$ cat src/rtl/dm_arbiter_if.sv
// Bus bundle for dm_arbiter: two requester ports plus the single data-memory port.
// Handshake: a requester raises reqN with stable weN/addrN/wdN and holds them until doneN pulses for one cycle.
interface dm_arbiter_if #(
  parameter int AW = 32,
  parameter int DW = 32
);
  logic          req0;
  logic          we0;
  logic [AW-1:0] addr0;
  logic [DW-1:0] wd0;
  logic          req1;
  logic          we1;
  logic [AW-1:0] addr1;
  logic [DW-1:0] wd1;
  logic          done0;
  logic          done1;
  logic          err;
  logic [DW-1:0] rdata;
  logic          busy;
  logic          mem_re;
  logic          mem_we;
  logic [AW-1:0] mem_addr;
  logic [DW-1:0] mem_wd;
  logic [DW-1:0] mem_rd;

  // Arbiter side.
  modport slave (
    input  req0, we0, addr0, wd0,
    input  req1, we1, addr1, wd1,
    input  mem_rd,
    output done0, done1, err, rdata, busy,
    output mem_re, mem_we, mem_addr, mem_wd
  );

  // Requester side (pipeline MEM stage and secondary loader).
  modport master (
    output req0, we0, addr0, wd0,
    output req1, we1, addr1, wd1,
    input  done0, done1, err, rdata, busy
  );

  // Data memory side.
  modport memory (
    input  mem_re, mem_we, mem_addr, mem_wd,
    output mem_rd
  );
endinterface

$ cat src/rtl/dm_arbiter.sv
// Two-port arbiter/sequencer for the single-port data memory: IDLE -> ACCESS -> RESP.
// Define DM_ARB_RR_EN for round-robin tie-breaking; otherwise port 0 has fixed priority.
module dm_arbiter #(
  parameter int AW = 32,
  parameter int DW = 32
) (
  input  logic       clk,
  input  logic       reset,
  dm_arbiter_if.slave bus,
  output logic [1:0] state_o
);

  typedef enum logic [1:0] {
    IDLE   = 2'd0,
    ACCESS = 2'd1,
    RESP   = 2'd2
  } state_e;

  state_e        state_q, state_d;
  logic          we_q, we_d;
  logic          sel_q, sel_d;
  logic          mis_q, mis_d;
  logic [AW-1:0] addr_q, addr_d;
  logic [DW-1:0] wd_q, wd_d;
  logic [DW-1:0] rdata_q, rdata_d;
  logic          gnt1;
  logic [AW-1:0] win_addr;
  logic          in_access;
  logic          in_resp;
  logic          rd_strobe;

`ifdef DM_ARB_RR_EN
  logic          last_q, last_d;

  // On a tie the port that was not served last wins; a lone request always wins.
  always_comb begin
    gnt1 = bus.req1 & (~bus.req0 | ~last_q);
  end
`else
  always_comb begin
    gnt1 = bus.req1 & ~bus.req0;
  end
`endif

  always_comb begin
    win_addr = gnt1 ? bus.addr1 : bus.addr0;
  end

  assign in_access = (state_q == ACCESS);
  assign in_resp   = (state_q == RESP);
  assign rd_strobe = in_access & ~we_q & ~mis_q;

  always_ff @(posedge clk) begin
    if (reset) begin
      state_q <= IDLE;
    end else begin
      state_q <= state_d;
    end
  end

  always_comb begin
    state_d = state_q;
    we_d    = we_q;
    sel_d   = sel_q;
    mis_d   = mis_q;
    addr_d  = addr_q;
    wd_d    = wd_q;
    rdata_d = rdata_q;
`ifdef DM_ARB_RR_EN
    last_d  = last_q;
`endif
    case (state_q)
      IDLE: begin
        if (bus.req0 | bus.req1) begin
          sel_d   = gnt1;
          we_d    = gnt1 ? bus.we1 : bus.we0;
          wd_d    = gnt1 ? bus.wd1 : bus.wd0;
          addr_d  = win_addr;
          mis_d   = |win_addr[1:0];
          state_d = ACCESS;
        end
      end
      ACCESS: begin
        // Stores and misaligned requests return zero read data.
        rdata_d = rd_strobe ? bus.mem_rd : '0;
        state_d = RESP;
      end
      RESP: begin
`ifdef DM_ARB_RR_EN
        last_d  = sel_q;
`endif
        state_d = IDLE;
      end
      default: begin
        state_d = IDLE;
      end
    endcase
  end

  always_ff @(posedge clk) begin
    if (reset) begin
      we_q    <= 1'b0;
      sel_q   <= 1'b0;
      mis_q   <= 1'b0;
      addr_q  <= '0;
      wd_q    <= '0;
      rdata_q <= '0;
`ifdef DM_ARB_RR_EN
      last_q  <= 1'b1;
`endif
    end else begin
      we_q    <= we_d;
      sel_q   <= sel_d;
      mis_q   <= mis_d;
      addr_q  <= addr_d;
      wd_q    <= wd_d;
      rdata_q <= rdata_d;
`ifdef DM_ARB_RR_EN
      last_q  <= last_d;
`endif
    end
  end

  // The write strobe is masked by reset so an aborted store never commits.
  assign bus.mem_we   = in_access & we_q & ~mis_q & ~reset;
  assign bus.mem_re   = rd_strobe;
  assign bus.mem_addr = addr_q;
  assign bus.mem_wd   = wd_q;
  assign bus.done0    = in_resp & ~sel_q;
  assign bus.done1    = in_resp & sel_q;
  assign bus.err      = in_resp & mis_q;
  assign bus.rdata    = rdata_q;
  assign bus.busy     = (state_q != IDLE);
  assign state_o      = state_q;

endmodule

$ cat src/flat_wrapper.sv
// flat-port wrapper written by rule: the top's interface ports become plain ports
module dm_arbiter_flat 
#(
  parameter int AW = 32,
  parameter int DW = 32
)
  (clk, reset, state_o, bus_req0, bus_we0, bus_addr0, bus_wd0, bus_req1, bus_we1, bus_addr1, bus_wd1, bus_mem_rd, bus_done0, bus_done1, bus_err, bus_rdata, bus_busy, bus_mem_re, bus_mem_we, bus_mem_addr, bus_mem_wd);
  dm_arbiter_if #(.AW(AW), .DW(DW)) bus_i ();
  input  logic clk;
  input  logic reset;
  output logic [1:0] state_o;
  input wire logic [$bits(bus_i.req0)-1:0] bus_req0;
  input wire logic [$bits(bus_i.we0)-1:0] bus_we0;
  input wire logic [$bits(bus_i.addr0)-1:0] bus_addr0;
  input wire logic [$bits(bus_i.wd0)-1:0] bus_wd0;
  input wire logic [$bits(bus_i.req1)-1:0] bus_req1;
  input wire logic [$bits(bus_i.we1)-1:0] bus_we1;
  input wire logic [$bits(bus_i.addr1)-1:0] bus_addr1;
  input wire logic [$bits(bus_i.wd1)-1:0] bus_wd1;
  input wire logic [$bits(bus_i.mem_rd)-1:0] bus_mem_rd;
  output wire logic [$bits(bus_i.done0)-1:0] bus_done0;
  output wire logic [$bits(bus_i.done1)-1:0] bus_done1;
  output wire logic [$bits(bus_i.err)-1:0] bus_err;
  output wire logic [$bits(bus_i.rdata)-1:0] bus_rdata;
  output wire logic [$bits(bus_i.busy)-1:0] bus_busy;
  output wire logic [$bits(bus_i.mem_re)-1:0] bus_mem_re;
  output wire logic [$bits(bus_i.mem_we)-1:0] bus_mem_we;
  output wire logic [$bits(bus_i.mem_addr)-1:0] bus_mem_addr;
  output wire logic [$bits(bus_i.mem_wd)-1:0] bus_mem_wd;
  assign bus_i.req0 = bus_req0;
  assign bus_i.we0 = bus_we0;
  assign bus_i.addr0 = bus_addr0;
  assign bus_i.wd0 = bus_wd0;
  assign bus_i.req1 = bus_req1;
  assign bus_i.we1 = bus_we1;
  assign bus_i.addr1 = bus_addr1;
  assign bus_i.wd1 = bus_wd1;
  assign bus_i.mem_rd = bus_mem_rd;
  assign bus_done0 = bus_i.done0;
  assign bus_done1 = bus_i.done1;
  assign bus_err = bus_i.err;
  assign bus_rdata = bus_i.rdata;
  assign bus_busy = bus_i.busy;
  assign bus_mem_re = bus_i.mem_re;
  assign bus_mem_we = bus_i.mem_we;
  assign bus_mem_addr = bus_i.mem_addr;
  assign bus_mem_wd = bus_i.mem_wd;
  dm_arbiter #(.AW(AW), .DW(DW)) u_core (.clk(clk), .reset(reset), .bus(bus_i), .state_o(state_o));
endmodule
$ cat config.mk
export PLATFORM = sky130hd
export DESIGN_NAME = dm_arbiter_flat
export DESIGN_NICKNAME = d
export VERILOG_FILES = /design/src/rtl/dm_arbiter_if.sv /design/src/rtl/dm_arbiter.sv /design/src/flat_wrapper.sv
export SDC_FILE = /design/constraint.sdc
export NUM_CORES = 1
export LEC_CHECK = 0
export CAP_MARGIN = 20
export CORE_MARGIN = 2
export CORE_UTILIZATION = 33
export DETAILED_ROUTE_END_ITERATION = 10
export PLACE_DENSITY = 0.77
export SLEW_MARGIN = 20
export SYNTH_ARGS = -nofsm -noshare
export SYNTH_HDL_FRONTEND = slang
export SYNTH_SLANG_ARGS = --single-unit
$ cat constraint.sdc
create_clock -name clk -period 1.1 [get_ports clk]
set_input_delay 0.22 -clock clk [delete_from_list [all_inputs] [get_ports clk]]
set_output_delay 0.22 -clock clk [all_outputs]
set_load 0.02 [all_outputs]
# Word level (Yosys, flattened, before mapping)
# Index checks and enable logic that the tools add are counted.
# word_totals
register_bits	101
output_inout_bits	104
word_cells	35
in_bits	166
# op_classes
eq_ne	3
n_mux	6
n_bitwise	15
reduce_logical	4
# ops
op	n
2-to-1 mux 32 bit	3
AND 1 bit	9
NOT 1 bit	5
one-hot mux 2 bit (2 select lines)	1
equality test 2 x 1 -> 1 bit, second input constant	1
equality test 2 bit, second input constant	1
zero test 2 bit	1
2-to-1 mux 2 bit	1
!= test 2 x 1 -> 1 bit, second input constant	1
AND reduction 2 bit	1
nonzero test 2 bit	1
OR reduction 2 bit	1
2-to-1 mux 1 bit	1
bitwise OR 1 bit	1

# Logic depth before layout (Yosys ltp)
# logic_depth
depth_word	4
ltp_mapped	5
mapped_depth_nobuf	4

# Worst setup path before layout
# Ideal clock, no wire load.
# synth_timing
kind	register to output
from	register u_core.state_q[1], in the netlist u_core.state_o[1]
to	output port bus_mem_we
path_buffers	2
path_slack_ps	-791
arrival_time_ps	1671
required_ps	880
stages_incl_launch_ff	5
path_cell_list	dfxtp_1 -> nand2b_1 -> buf_2 -> buf_2 -> nor4b_1
# synth_via
elab_chain_cells	4
# synth_rtl
element	line_no	source
start: declaration	dm_arbiter.sv:19	state_e state_q, state_d;
start signal: assignment	dm_arbiter.sv:57	state_q <= state_d;
equality test 2 x 1 -> 1 bit	dm_arbiter.sv:49	assign in_access = (state_q == ACCESS);
AND 1 bit (3 in a row)	dm_arbiter.sv:125	assign bus.mem_we = in_access & we_q & ~mis_q & ~reset;
end: declaration	flat_wrapper.sv:27	output wire logic [$bits(bus_i.mem_we)-1:0] bus_mem_we;
# Every way passes these cells.

# Worst setup path in the final report
# layout_timing
from	register u_core.state_q[1], in the netlist u_core.state_o[1]
to	register u_core.wd_q[10], in the netlist u_core.bus.mem_wd[10]
# layout_via
elab_chain_cells	2
# layout_rtl
element	line_no	source
zero test 2 bit	dm_arbiter.sv:72	case (state_q)
AND reduction 2 bit (no line)	-	
end signal: assignment	dm_arbiter.sv:116	wd_q <= wd_d;
end: declaration	dm_arbiter.sv:24	logic [DW-1:0] wd_q, wd_d;
# Every way passes these cells.
# A chain may end at the register's enable or synchronous reset.

==> flow_summary.yaml <==
status:
  outcome: "complete, but fails checks"
  violations: "negative setup slack"
critical_path:
  path_class: "reg2reg"
  cp_slowest_cell: "dfxtp_4"
  worstRegToRegCells: 8
  crit_family: "buffers and inverters"
  crit_path_end_kind: "flop"
  arrival_ns: 1.82
  path_max_fanout: 9
  path_depth: 8
  r2r-start: "u_core.state_o[1]"
  cpPeakStageDelay_ns: 0.36
  cp-start-kind: "flop"
  rrSetupSlack_ns: -0.46
  path_cells: "buf_6 -> nor2_4 -> buf_6 -> buf_12 -> clkbuf_16 -> clkbuf_16 -> a21oi_1 -> a311oi_1"
  timing.rr.end: "u_core.bus.mem_wd[10]"
  worstPathBufferInverterCount: 5
  cp.required_ns: 1.35
layout:
  layoutNonFillerInstCount: 984
  final_common_cell: "clkdlybuf4s50_1"
  area_delta_synth_final_pct: 105
  drive_above_1_share: 0.400
  layout.nets: 973
  seq_area_um2: 2060
  final_cell_mix: "clkdlybuf4s50_1 (162), nand2_1 (126), buf_4 (98)"
  diodes: 0
  multiInputGateArea_um2: 2460
  fill_cells: 921
  fin_util: 0.689
power_and_ir_drop:
  p_leak_nw: 3.52
  total_power_w: 0.0118
  cellPowerDensity_nw_per_um2: 1360
  peakVddDrop_uv: 819
global_routing:
  grt_pass1_vias: 4992
  antenna_found_initial: 0
  groute.usage.overall: 0.243
  grt_max_degree: 48
  grt_pass1_wl_um: 25500
  grt_overflow: 0
placed_design:
  place_ws_ns: -0.658
  numPortBuffers: 269
  gp_congestion: 0.762
  place_hpwl_um: 11000
  dpl.cell_count: 931
clocking:
  clock_latency_ns: 0.35
  cts_root_buf: "clkbuf_16"
  clk_pin_slew_worst_paths_ns: 0.07
  htreeDepth: 3
  cts_buffers: 9
  cts_tree: "yes"
  clk_path_buf_depth: 2
  hold_buffers: 0
  numClockSinks: 101
sta:
  whs_ns: 0.432
  slew_headroom: 0.646
  rsz0062_at_grt: "yes"
  final-max-slew-violation-count: 0
  worst_slack_ns: -0.462
  tightest_slew_ns: 0.531
  finalHoldViolCount: 0
  min_period_ns: 1.56
  skew_ns: 0.00797
  fmax_mhz: 640
  setup-violations-final: 110
  fin_crit_sh: 1.42
drt:
  postRouteAntennaNets: 0
  drc: 0
  drt_wl_total_um: 19400
  vias: 5250
  viasPerCell: 5.34
  drt-initial-drc-count: 348
  first_pass_iters: 5
  routedWlPerCell_um: 19.7
die:
  num_rows: 41
  die_h_um: 117
  fp.coreArea_um2: 12600
  die_w_um: 117
  start_util: 0.337
  io_pins: 270
  die_area_um2: 13700
synthesis:
  syn_area_per_cell_um2: 8.43
  syn_inst: 502
  ys_warn_count: 0
  ys.flop_type: "dfxtp_1"
  synth_cell_types: 27
  synth_edf_count: 0
  syn-num-nets: 668
  synth_area_um2: 4230
  synth_seq_area_share: 0.478
  ys_ff_latch: 101
  ys_async_sr_fraction: 0
min_path:
  hold_depth: 3
  hp-class: "in2reg"
  hp-start: "bus_wd1[24]"
  min_to: "u_core.bus.mem_wd[24]"
run:
  cap_viol_max_count: 0
-- cells in the mapped netlist, types with 2 or more instances --
library cell,instances,area share
nand2_1,128,0.11
dfxtp_1,101,0.48
a21oi_1,66,0.078
a311oi_1,63,0.13
nor2_1,35,0.031
a22oi_1,32,0.057
buf_2,29,0.034
clkbuf_1,13,0.012
buf_6,6,0.016
nand2b_1,5,0.0074
o21ai_0,4,0.0047
buf_4,3,0.0053
and3b_1,2,0.0041
nor2b_1,2,0.0030
-- area by class of cell --
class                   instances  share of cell area
multi-input cells             348               0.284
inverters                       1            0.000722
flip-flops and latches        101               0.238
repair buffers                346               0.416
clock inverters                 4             0.00520
clock buffers                  12              0.0308
well taps                     172              0.0248
-- worst max-delay path by stage --
stage	slack [ns]	end	startpoint
final	-0.46	u_core.bus.mem_wd[10]	u_core.state_o[1]
after global routing	-0.55	u_core.bus.mem_wd[10]	u_core.state_o[1]
after detailed placement	-0.66	u_core.bus.mem_wd[29]	bus_req0
after global placement	-0.56	u_core.bus.mem_addr[25]	bus_req1
after CTS	-0.41	bus_mem_we	u_core.state_o[1]
after floorplan	-0.28	bus_mem_we	u_core.state_o[1]
-- per-stage QoR --
stage	cell area, um^2	setup TNS, ns
4_1_cts	7790	-34.43
6_report	8660	-37.79
2_1_floorplan	4360	-9.07
3_3_place_gp	7310	-48.92
3_5_place_dp	7310	-55.01
5_1_grt	8660	-44.18
-- sequential cells by signal, summed over array words and instances, names as in the netlist --
| name | cells |
|---|---|
| u_core.mis_q | 1 |
| u_core.bus.mem_wd | 32 |
| u_core.we_q | 1 |
| u_core.state_o | 2 |
| u_core.bus.rdata | 32 |
| u_core.sel_q | 1 |
| u_core.bus.mem_addr | 32 |
-- metal layers --
metal	global-route usage	routed length, um	up-vias
li1	-	-	2437
met1	0.262	7020	2494
met2	0.444	9900	280
met3	0.0705	1980	39
met4	0.0957	496	0
met5	0	0	-
-- cell families (layout without fill, tap and decap cells) --
family / after synthesis / count (layout) / synth area share
flip-flops: 101 / 101 / 0.478
AND/OR/NAND/NOR: 180 / 180 / 0.178
buffers and inverters: 53 / 363 / 0.0689
AO/OA/AOI/OAI: 168 / 168 / 0.276
-- repair_timing --
item                                   4_1_cts  5_1_grt
setup endpoints to repair                  204      157
resized for setup                          488      176
buffers inserted                            12        6
endpoints found under the hold margin        0        0
gates cloned                                12       12
pin swaps                                    8       66
-- worst min-delay path: stages --
cell and delay, ns:
clkdlybuf4s50_1 0.40, nand2_1 0.06, a311oi_1 0.07
-- where the power goes --
group	total [W]	internal [W]	switching, W
sequential	0.00427	0.00403	0.000242
clock	0.00333	0.00194	0.00139
combinational	0.00416	0.00222	0.00194
(Power assumes the default switching activity.)
